File: src/rtl/lif_timestep_scheduler.sv
// -----------------------------------------------------------------------------
// lif_timestep_scheduler
//
// Time-multiplexed leaky integrate-and-fire controller. A single shared
// leak/integrate/fire datapath visits the N neurons one per cycle, once per
// requested timestep. Neuron i>0 also receives a chained synaptic input when
// neuron i-1 spiked in the previous timestep (feed-forward chain).
//
// Ports
//   clk          clock
//   reset        synchronous, active-high reset
//   tick         timestep request (single-cycle pulse), accepted only when idle
//   in_current   per-neuron unsigned current, neuron i at [i*IW +: IW]
//   cfg_we       configuration write strobe (honoured only when idle)
//   cfg_addr     0 threshold, 1 leak_shift, 2 refr_period, 3 chain_weight
//   cfg_data     configuration write data
//   cfg_ready    high when a configuration write would be accepted
//   busy         a timestep is in progress
//   spike_out    spike vector of the last completed timestep
//   spike_valid  one-cycle pulse while spike_out shows a freshly completed step
//   tick_overrun sticky flag: a tick arrived while busy and was dropped
//   v_mon_sel    neuron select for the membrane monitor (taken modulo N)
//   v_mon        committed membrane potential of the selected neuron
// -----------------------------------------------------------------------------
module lif_timestep_scheduler #(
   parameter int N  = 4,
   parameter int IW = 4,
   parameter int VW = 8
) (
   input  logic            clk,
   input  logic            reset,
   input  logic            tick,
   input  logic [N*IW-1:0] in_current,
   input  logic            cfg_we,
   input  logic [1:0]      cfg_addr,
   input  logic [7:0]      cfg_data,
   output logic            cfg_ready,
   output logic            busy,
   output logic [N-1:0]    spike_out,
   output logic            spike_valid,
   output logic            tick_overrun,
   input  logic [2:0]      v_mon_sel,
   output logic [VW-1:0]   v_mon
);

   localparam int IDXW = $clog2(N);
   // Datapath width: two guard bits so V + current + chain weight cannot wrap.
   localparam int AW   = VW + 2;
   localparam logic [AW-1:0] V_MAX = {2'b00, {VW{1'b1}}};

   typedef enum logic [1:0] {
      IDLE   = 2'd0,
      UPDATE = 2'd1,
      DONE   = 2'd2
   } state_t;

   // ---------------------------------------------------------------------------
   // State
   // ---------------------------------------------------------------------------
   state_t              state_q,        state_d;
   logic [IDXW-1:0]     idx_q,          idx_d;
   logic [VW-1:0]       v_q    [N];
   logic [VW-1:0]       v_d    [N];
   logic [3:0]          refr_q [N];
   logic [3:0]          refr_d [N];
   logic [N*IW-1:0]     snap_q,         snap_d;
   logic [N-1:0]        shadow_q,       shadow_d;
   logic [N-1:0]        spike_out_q,    spike_out_d;
   logic                spike_valid_q,  spike_valid_d;
   logic                overrun_q,      overrun_d;

   // Configuration bank; only the meaningful low bits of the shift and
   // refractory fields are stored, upper write bits are discarded.
   logic [7:0]          threshold_q,    threshold_d;
   logic [2:0]          leak_shift_q,   leak_shift_d;
   logic [3:0]          refr_period_q,  refr_period_d;
   logic [7:0]          chain_weight_q, chain_weight_d;

   // ---------------------------------------------------------------------------
   // Shared neuron datapath, operating on neuron idx_q
   // ---------------------------------------------------------------------------
   logic [IW-1:0] cur_sel;
   logic [AW-1:0] v_ext;
   logic [AW-1:0] leak;
   logic [AW-1:0] syn;
   logic [AW-1:0] v_sum;
   logic [AW-1:0] v_new;
   logic          in_refr;
   logic          fire;

   always_comb begin
      cur_sel = snap_q[int'(idx_q)*IW +: IW];
      v_ext   = AW'(v_q[idx_q]);
      in_refr = (refr_q[idx_q] != 4'd0);

      leak = (leak_shift_q == 3'd0) ? '0 : (v_ext >> leak_shift_q);

      // Chain input comes from the previous timestep's registered spikes, which
      // stay untouched until the whole sweep has finished.
      syn = '0;
      if (idx_q != '0 && spike_out_q[idx_q - 1'b1]) begin
         syn = AW'(chain_weight_q);
      end

      // leak <= V, so the subtraction never underflows.
      v_sum = v_ext - leak + AW'(cur_sel) + syn;
      v_new = (v_sum > V_MAX) ? V_MAX : v_sum;
      fire  = (v_new >= AW'(threshold_q));
   end

   // ---------------------------------------------------------------------------
   // Next-state logic
   // ---------------------------------------------------------------------------
   // NOTE: every variable gets its hold value before any branch, so no path
   // through this block leaves a signal unassigned and no latch is inferred.
   always_comb begin
      state_d        = state_q;
      idx_d          = idx_q;
      v_d            = v_q;
      refr_d         = refr_q;
      snap_d         = snap_q;
      shadow_d       = shadow_q;
      spike_out_d    = spike_out_q;
      spike_valid_d  = 1'b0;
      overrun_d      = overrun_q;
      threshold_d    = threshold_q;
      leak_shift_d   = leak_shift_q;
      refr_period_d  = refr_period_q;
      chain_weight_d = chain_weight_q;

      // Configuration lands at the same edge as an accepted tick, so that
      // timestep already sees the new value.
      if (cfg_we && state_q == IDLE) begin
         unique case (cfg_addr)
            2'd0:    threshold_d    = cfg_data;
            2'd1:    leak_shift_d   = cfg_data[2:0];
            2'd2:    refr_period_d  = cfg_data[3:0];
            default: chain_weight_d = cfg_data;
         endcase
      end

      unique case (state_q)
         IDLE: begin
            if (tick) begin
               snap_d  = in_current;
               idx_d   = '0;
               state_d = UPDATE;
            end
         end

         UPDATE: begin
            if (in_refr) begin
               refr_d[idx_q]   = refr_q[idx_q] - 4'd1;
               v_d[idx_q]      = '0;
               shadow_d[idx_q] = 1'b0;
            end else if (fire) begin
               refr_d[idx_q]   = refr_period_q;
               v_d[idx_q]      = '0;
               shadow_d[idx_q] = 1'b1;
            end else begin
               v_d[idx_q]      = v_new[VW-1:0];
               shadow_d[idx_q] = 1'b0;
            end

            if (idx_q == IDXW'(N - 1)) begin
               // The spike vector is loaded on the edge into DONE so it is
               // already visible while spike_valid is high during DONE.
               // shadow_d here already includes the last neuron's spike.
               state_d       = DONE;
               spike_out_d   = shadow_d;
               spike_valid_d = 1'b1;
            end else begin
               idx_d = idx_q + 1'b1;
            end
         end

         DONE: begin
            state_d = IDLE;
         end

         default: begin
            state_d = IDLE;
         end
      endcase

      if (tick && state_q != IDLE) begin
         overrun_d = 1'b1;
      end
   end

   // ---------------------------------------------------------------------------
   // Registers
   // ---------------------------------------------------------------------------
   // NOTE: sequential state uses non-blocking assignments only, so every flop
   // samples the pre-edge value of its source regardless of statement order.
   always_ff @(posedge clk) begin
      if (reset) begin
         state_q        <= IDLE;
         idx_q          <= '0;
         // NOTE: the per-neuron state is a small flop array rather than a RAM,
         // and the neuron model requires V and refractory counts to start at
         // zero, so it is cleared with the rest of the state.
         v_q            <= '{default: '0};
         refr_q         <= '{default: '0};
         snap_q         <= '0;
         shadow_q       <= '0;
         spike_out_q    <= '0;
         spike_valid_q  <= 1'b0;
         overrun_q      <= 1'b0;
         threshold_q    <= 8'd100;
         leak_shift_q   <= 3'd2;
         refr_period_q  <= 4'd2;
         chain_weight_q <= 8'd40;
      end else begin
         state_q        <= state_d;
         idx_q          <= idx_d;
         v_q            <= v_d;
         refr_q         <= refr_d;
         snap_q         <= snap_d;
         shadow_q       <= shadow_d;
         spike_out_q    <= spike_out_d;
         spike_valid_q  <= spike_valid_d;
         overrun_q      <= overrun_d;
         threshold_q    <= threshold_d;
         leak_shift_q   <= leak_shift_d;
         refr_period_q  <= refr_period_d;
         chain_weight_q <= chain_weight_d;
      end
   end

   // ---------------------------------------------------------------------------
   // Outputs
   // ---------------------------------------------------------------------------
   logic [IDXW-1:0] mon_idx;

   assign mon_idx      = IDXW'(int'(v_mon_sel) % N);
   assign v_mon        = v_q[mon_idx];
   assign busy         = (state_q != IDLE);
   assign cfg_ready    = ~busy;
   assign spike_out    = spike_out_q;
   assign spike_valid  = spike_valid_q;
   assign tick_overrun = overrun_q;

endmodule

File: config.mk
export PLATFORM = sky130hd
export DESIGN_NAME = lif_timestep_scheduler
export DESIGN_NICKNAME = d
export VERILOG_FILES = /design/src/rtl/lif_timestep_scheduler.sv
export SDC_FILE = /design/constraint.sdc
export NUM_CORES = 1
export LEC_CHECK = 0
export BUFFER_PORTS_ARGS = -buffer_cell sky130_fd_sc_hd__buf_2
export CAP_MARGIN = 25
export CORE_ASPECT_RATIO = 1.4
export CORE_UTILIZATION = 39
export DETAILED_ROUTE_END_ITERATION = 16
export PLACE_DENSITY = 0.54
export SETUP_SLACK_MARGIN = 0.02
export SLEW_MARGIN = 5
export SYNTH_ARGS = -nofsm -noshare
export SYNTH_HDL_FRONTEND = slang
export SYNTH_SLANG_ARGS = --single-unit
File: constraint.sdc
create_clock -name clk -period 11.5 [get_ports clk]
set_clock_uncertainty 0.2 [all_clocks]
set_input_delay 3.45 -clock clk [delete_from_list [all_inputs] [get_ports clk]]
set_output_delay 3.45 -clock clk [all_outputs]
set_load 0.005 [all_outputs]
==> Word-level counts from Yosys, hierarchy flattened <==
Cells that the tools add are included.
{ "word_totals": {"ff_bits": 101, "in_bits": 33} }
{ "classes": {"add_sub_neg": 6, "order_cmp": 8, "eq_ne": 7, "shift": 2, "muxes": 36, "n_bitwise": 10, "reduce_logical": 24} }
{ "ops": {"columns": ["op", "n"], "rows": [
  ["32-bit 2-to-1 mux", 2],
  ["8-bit 2-to-1 mux", 6],
  ["32-bit AND", 1],
  ["8-bit binary-select mux with 2-bit select", 2],
  ["16-bit bitwise mux", 2],
  ["32-bit bitwise mux", 1],
  ["16-bit 2-to-1 mux", 2],
  ["32-bit inverter", 1],
  ["10-bit 2-to-1 mux", 2],
  ["4-bit 2-to-1 mux", 5],
  ["8-bit demux with 2-bit select", 1],
  ["2-bit AND reduction", 8],
  ["16-bit by 5-bit indexed part select with 4-bit output", 1],
  ["10-bit adder", 1],
  ["10-bit by 4-bit adder with 10-bit output", 1],
  ["10-bit by 8-bit >= comparator with 1-bit output", 1],
  ["10-bit by 8-bit > comparator with 1-bit output, second input constant", 1],
  ["8-bit by 3-bit >> shifter with 10-bit output", 1],
  ["8-bit by 10-bit subtractor with 10-bit output", 1],
  ["4-bit binary-select mux with 2-bit select", 1],
  ["4-bit demux with 2-bit select", 1],
  ["2-bit 2-to-1 mux", 4],
  ["2-bit case mux with 2 select lines", 2],
  ["2-bit nonzero test", 4],
  ["other kinds (25)", 41]
]} }

==> Logic depth before layout (Yosys ltp) <==
{ "depth": {"ltp_word": 14, "ltp_mapped": 26} }

==> Least setup slack after synthesis <==
OpenSTA, ideal clock, no wires.
{ "synth_path": {"path_kind": "input port to output port", "startpoint": "input port v_mon_sel[0]", "endpoint": "output port v_mon[0]", "arrival_time_ns": 4.437, "path_slack_ns": 3.413, "cell_stages": 2, "path_buffers": 1, "cell_sequence": "clkbuf_1 -> mux4_2"} }
{ "synth_between": {"elab_chain_len": 4} }
{ "synth_rtl": {"columns": ["item", "line", "text"], "rows": [
  ["start, declared", "42", "input logic [2:0] v_mon_sel,"],
  ["2-bit inverter with 3-bit output (implied by the code)", "237", "assign v_mon = v_q[mon_idx];"],
  ["8-bit binary-select mux with 2-bit select", "237", null],
  ["8-bit 2-to-1 mux (implied by the code) (2 in a row)", "237", null],
  ["end, declared", "43", "output logic [VW-1:0] v_mon"]
]} }
No other way between the ends. The select of a mux whose other input is x is not followed.

==> Final worst setup path <==
{ "layout_path": {"startpoint": "input port v_mon_sel[0]", "endpoint": "output port v_mon[6]"} }
The elaborated chain is that of the path after synthesis.

==> metrics.log <==
[metrics] maximum level of the CTS H-tree: 3
[metrics] fraction of the yosys area taken by sequential cells: 35.4%
[metrics] Inserted Clock Buffers: 9
[metrics] 1st-pass router iterations: 5
[metrics] Synthesis Warnings: 0
[metrics] # fillers: 1407
[metrics] effective utilization at floorplan: 40.2%
[metrics] period utilization: between 70 and 80%
[metrics] RSZ-0062 raised after global routing: no
[metrics] number of distinct library cells after synthesis: between 40 and 50
[metrics] Root Buffer Master: sky130_fd_sc_hd__clkbuf_16
[metrics] hold buffers post-CTS: 0
[metrics] fraction of final layout cells sized beyond drive strength 1: roughly 15%
[metrics] final count of negative-setup-slack endpoints: 0
[metrics] max-cap check violation count: 0
[metrics] post-synth net total: a little under 700
[metrics] critical path capture point type: primary output
[metrics] number of DRC markers in iteration 0: 229
[metrics] die outline area: 15000 sq um
[metrics] count of nets left with antenna violations after detail routing: 0
[metrics] Total Neg Setup Slack: 0 ns
[metrics] PortBufs: 47
[metrics] residual DRC count: 0
[metrics] die span in y: 144 microns
[metrics] pin count of the biggest net entering global routing: 108
[metrics] status: complete, no violations
[metrics] kind of start point of the critical path: primary input
[metrics] number of clock sinks: 100
[metrics] I/O pin count: 49
[metrics] FP Rows: 51
[metrics] required time reported for the critical path endpoint: 7.85 ns
[metrics] worst slack, placed: approximately 3.4 ns
[metrics] count of inserted antenna diode cells: 0
[metrics] via count of the first global-routing pass: 4416
[metrics] number of cells produced by synthesis: 604
[metrics] Hold WC Path Type: flop to flop
[metrics] Period minus WS final: ~8 ns
[metrics] area overhead of the layout relative to synthesis: 12.0%
[metrics] number of instances resized during post-cts repair: 0
[metrics] average footprint of a synthesized cell: between 9 and 10 sq um
[metrics] final hold violation count: 0
[metrics] antenna violations before repair: 0
[metrics] clock tree from TritonCTS: yes
[metrics] Max Fanout on Critical Path: 8
[metrics] number of flip-flops and latches in the synthesized netlist: 100
[metrics] dominant cell type by area after synthesis: sky130_fd_sc_hd__dfxtp_1
[metrics] Worst EP arrival: roughly 4.5 ns
[metrics] count of buffers added by post-CTS timing repair for setup: 0
[metrics] flop-to-flop setup slack: roughly 3.6 ns
[metrics] CTS clock-pin slew for the worst setup and hold paths: 0.06 ns
[metrics] fmax: 123 MHz
[metrics] core region area: 14000 sq um
[metrics] via count: 4474
[metrics] Slew @ Worst Pin: 0.989 ns
[metrics] critical path class: primary input to primary output
[metrics] Clock Latency Late Sink: about 0.34 ns
[metrics] share of the synthesized area in the top cell type: 35.4%
[metrics] maximum VDD drop: roughly 0.067 mV
[metrics] first-pass GRT wire length: 22500 microns
[metrics] total global routing track utilization: approximately 19%
[metrics] average vias per placed instance: roughly 5.4
[metrics] Max-slew headroom: 34.1%
[metrics] gr ovfl total: 0
[metrics] Static Leakage: between 0.002 and 0.0025 uW
[metrics] routed length per instance: 16.8 microns
[metrics] number of nets in the final layout: 704
[metrics] top area cells in the synthesized netlist: sky130_fd_sc_hd__dfxtp_1 35%, sky130_fd_sc_hd__mux4_2 7.2%, sky130_fd_sc_hd__ha_1 6.0%, sky130_fd_sc_hd__mux2i_1 5.8%, sky130_fd_sc_hd__nand2_1 4.5%
[metrics] final setup margin: 3.39 ns
[metrics] CTS max path bufs: 2
[metrics] Die W: 104 microns
[metrics] PD cells: 136 nW/um^2
[metrics] netlist area before placement: 5650 sq um
[metrics] final WL: 13800 microns
[metrics] final slew viol count: 0
[metrics] post-DP HPWL: 10200 microns
[metrics] last weighted congestion value of the routability-driven placer: 0.846
==> path summary, 6_finish.rpt <==
check / start / depth (start not counted) / to
min reg2reg: snap_q[8] / 2 / snap_q[8]
max reg2reg: idx_q[0] / 22 / v_q[24]
min: snap_q[8] / 2 / snap_q[8]
max: v_mon_sel[0] / 3 / v_mon[6]
==> cells in the final DEF, fill, tap and decap left out, types with 5 or more instances in the layout <==
master	synthesis	layout
sky130_fd_sc_hd__a211o_1	10	10
sky130_fd_sc_hd__a211oi_1	6	6
sky130_fd_sc_hd__a21oi_1	40	40
sky130_fd_sc_hd__and2_1	7	7
sky130_fd_sc_hd__buf_2	0	47
sky130_fd_sc_hd__clkbuf_16	0	9
sky130_fd_sc_hd__dfxtp_1	100	100
sky130_fd_sc_hd__fa_1	12	12
sky130_fd_sc_hd__ha_1	27	27
sky130_fd_sc_hd__inv_1	37	37
sky130_fd_sc_hd__mux2_2	6	6
sky130_fd_sc_hd__mux2i_1	33	33
sky130_fd_sc_hd__mux4_1	7	7
sky130_fd_sc_hd__mux4_2	18	18
sky130_fd_sc_hd__nand2_1	67	67
sky130_fd_sc_hd__nand2b_1	15	15
sky130_fd_sc_hd__nand3_1	6	6
sky130_fd_sc_hd__nand3b_1	30	30
sky130_fd_sc_hd__nor2_1	48	48
sky130_fd_sc_hd__nor2b_1	5	5
sky130_fd_sc_hd__nor3_1	13	13
sky130_fd_sc_hd__o21ai_0	23	23
sky130_fd_sc_hd__o21ai_1	22	22
==> Yosys cell counts <==
library cell / count
sky130_fd_sc_hd__buf_4: 1
sky130_fd_sc_hd__nand4_1: 4
sky130_fd_sc_hd__nor3b_1: 3
sky130_fd_sc_hd__a21oi_1: 40
sky130_fd_sc_hd__a2111oi_0: 2
sky130_fd_sc_hd__nand2_1: 67
sky130_fd_sc_hd__or2_2: 1
sky130_fd_sc_hd__a211oi_1: 6
sky130_fd_sc_hd__mux2_2: 6
sky130_fd_sc_hd__a21o_1: 3
sky130_fd_sc_hd__xor2_1: 3
sky130_fd_sc_hd__buf_1: 2
sky130_fd_sc_hd__mux4_1: 7
sky130_fd_sc_hd__nor2_1: 48
sky130_fd_sc_hd__a22oi_1: 2
sky130_fd_sc_hd__mux4_2: 18
sky130_fd_sc_hd__conb_1: 1
sky130_fd_sc_hd__o21ai_1: 22
sky130_fd_sc_hd__and2_1: 7
sky130_fd_sc_hd__dfxtp_1: 100
sky130_fd_sc_hd__nand3_1: 6
sky130_fd_sc_hd__ha_1: 27
sky130_fd_sc_hd__nor3_1: 13
sky130_fd_sc_hd__nand4b_1: 1
sky130_fd_sc_hd__a221o_1: 2
sky130_fd_sc_hd__o211ai_1: 2
sky130_fd_sc_hd__clkbuf_1: 29
sky130_fd_sc_hd__nand3b_1: 30
sky130_fd_sc_hd__a211o_1: 10
sky130_fd_sc_hd__a211oi_4: 1
sky130_fd_sc_hd__xnor2_1: 1
sky130_fd_sc_hd__fa_1: 12
sky130_fd_sc_hd__nor2b_1: 5
sky130_fd_sc_hd__o31ai_1: 3
sky130_fd_sc_hd__o21ai_0: 23
sky130_fd_sc_hd__or4_4: 4
sky130_fd_sc_hd__nand2b_1: 15
sky130_fd_sc_hd__mux2i_1: 33
sky130_fd_sc_hd__o2bb2ai_1: 1
sky130_fd_sc_hd__and2b_2: 1
sky130_fd_sc_hd__or3_1: 1
sky130_fd_sc_hd__o21bai_1: 2
sky130_fd_sc_hd__inv_1: 37
sky130_fd_sc_hd__buf_6: 2
==> power by group <==
group	internal [uW]	leakage (uW)	total [uW]	switching, uW
clock network	201	0.000158	330	129
registers	357	0.000811	365	7.87
logic	67.4	0.00151	168	101
==> through the flow <==
stage	power [uW]	hold WS (ns)	cells	utilization [%]	cell area [sq um]
after floorplan	501	0.227	604	-	5650
after global placement	538	0.241	806	42.7	6000
after detailed placement	542	0.246	806	42.7	6000
after CTS	870	0.256	821	45.1	6320
after global routing	903	0.275	821	45.1	6320
final	863	0.253	821	45.1	6320
==> worst max-delay path, cell delays in order <==
cell,delay [ns]
sky130_fd_sc_hd__buf_2,0.30
sky130_fd_sc_hd__mux4_2,0.56
sky130_fd_sc_hd__buf_2,0.15
==> final cells by class <==
cell class | count | area (sq um) | share of cell area [%]
sequential | 100 | 2000 | 31.7
timing repair buffer | 51 | 265 | 4.19
tap | 185 | 231 | 3.66
clock buffer | 11 | 253 | 4.00
inverter | 37 | 139 | 2.20
multi-input combinational | 433 | 3360 | 53.2
clock inverter | 4 | 72.6 | 1.15
==> metal layers <==
layer | vias up | GRT usage (%) | part of all wire (%)
met4 | 0 | 8.95 | 3.1
met1 | 2162 | 22.5 | 42
met2 | 96 | 35.5 | 51
li1 | 2189 | - | -
met5 | - | 0 | 0
met3 | 27 | 2.88 | 3.3
==> cells by family (layout without fill, tap and decap cells) <==
kind of cell             Yosys count  after routing  synth area share, %
adder cells (fa/ha/maj)           39             39                 10.2
flip-flops                       100            100                 35.4
AO/OA/AOI/OAI                    119            119                 12.6
XOR/XNOR                           4              4                0.620
multiplexers                      64             64                 17.5
AND/OR/NAND/NOR                  206            206                 18.5
other                              1              1               0.0664
buffers and inverters             71            103                 5.05
==> registers in the layout (all words and copies together) (netlist names) <==
| signal | count |
|---|---|
| v_q | 32 |
| refr_q | 16 |
| idx_q | 2 |
| state_q | 2 |
| chain_weight_q | 8 |
| spike_valid | 1 |
| snap_q | 16 |
| spike_out | 4 |
| refr_period_q | 4 |
| leak_shift_q | 3 |
| shadow_q | 3 |
| tick_overrun | 1 |
| threshold_q | 8 |
Power figures use the tool's default switching activity.
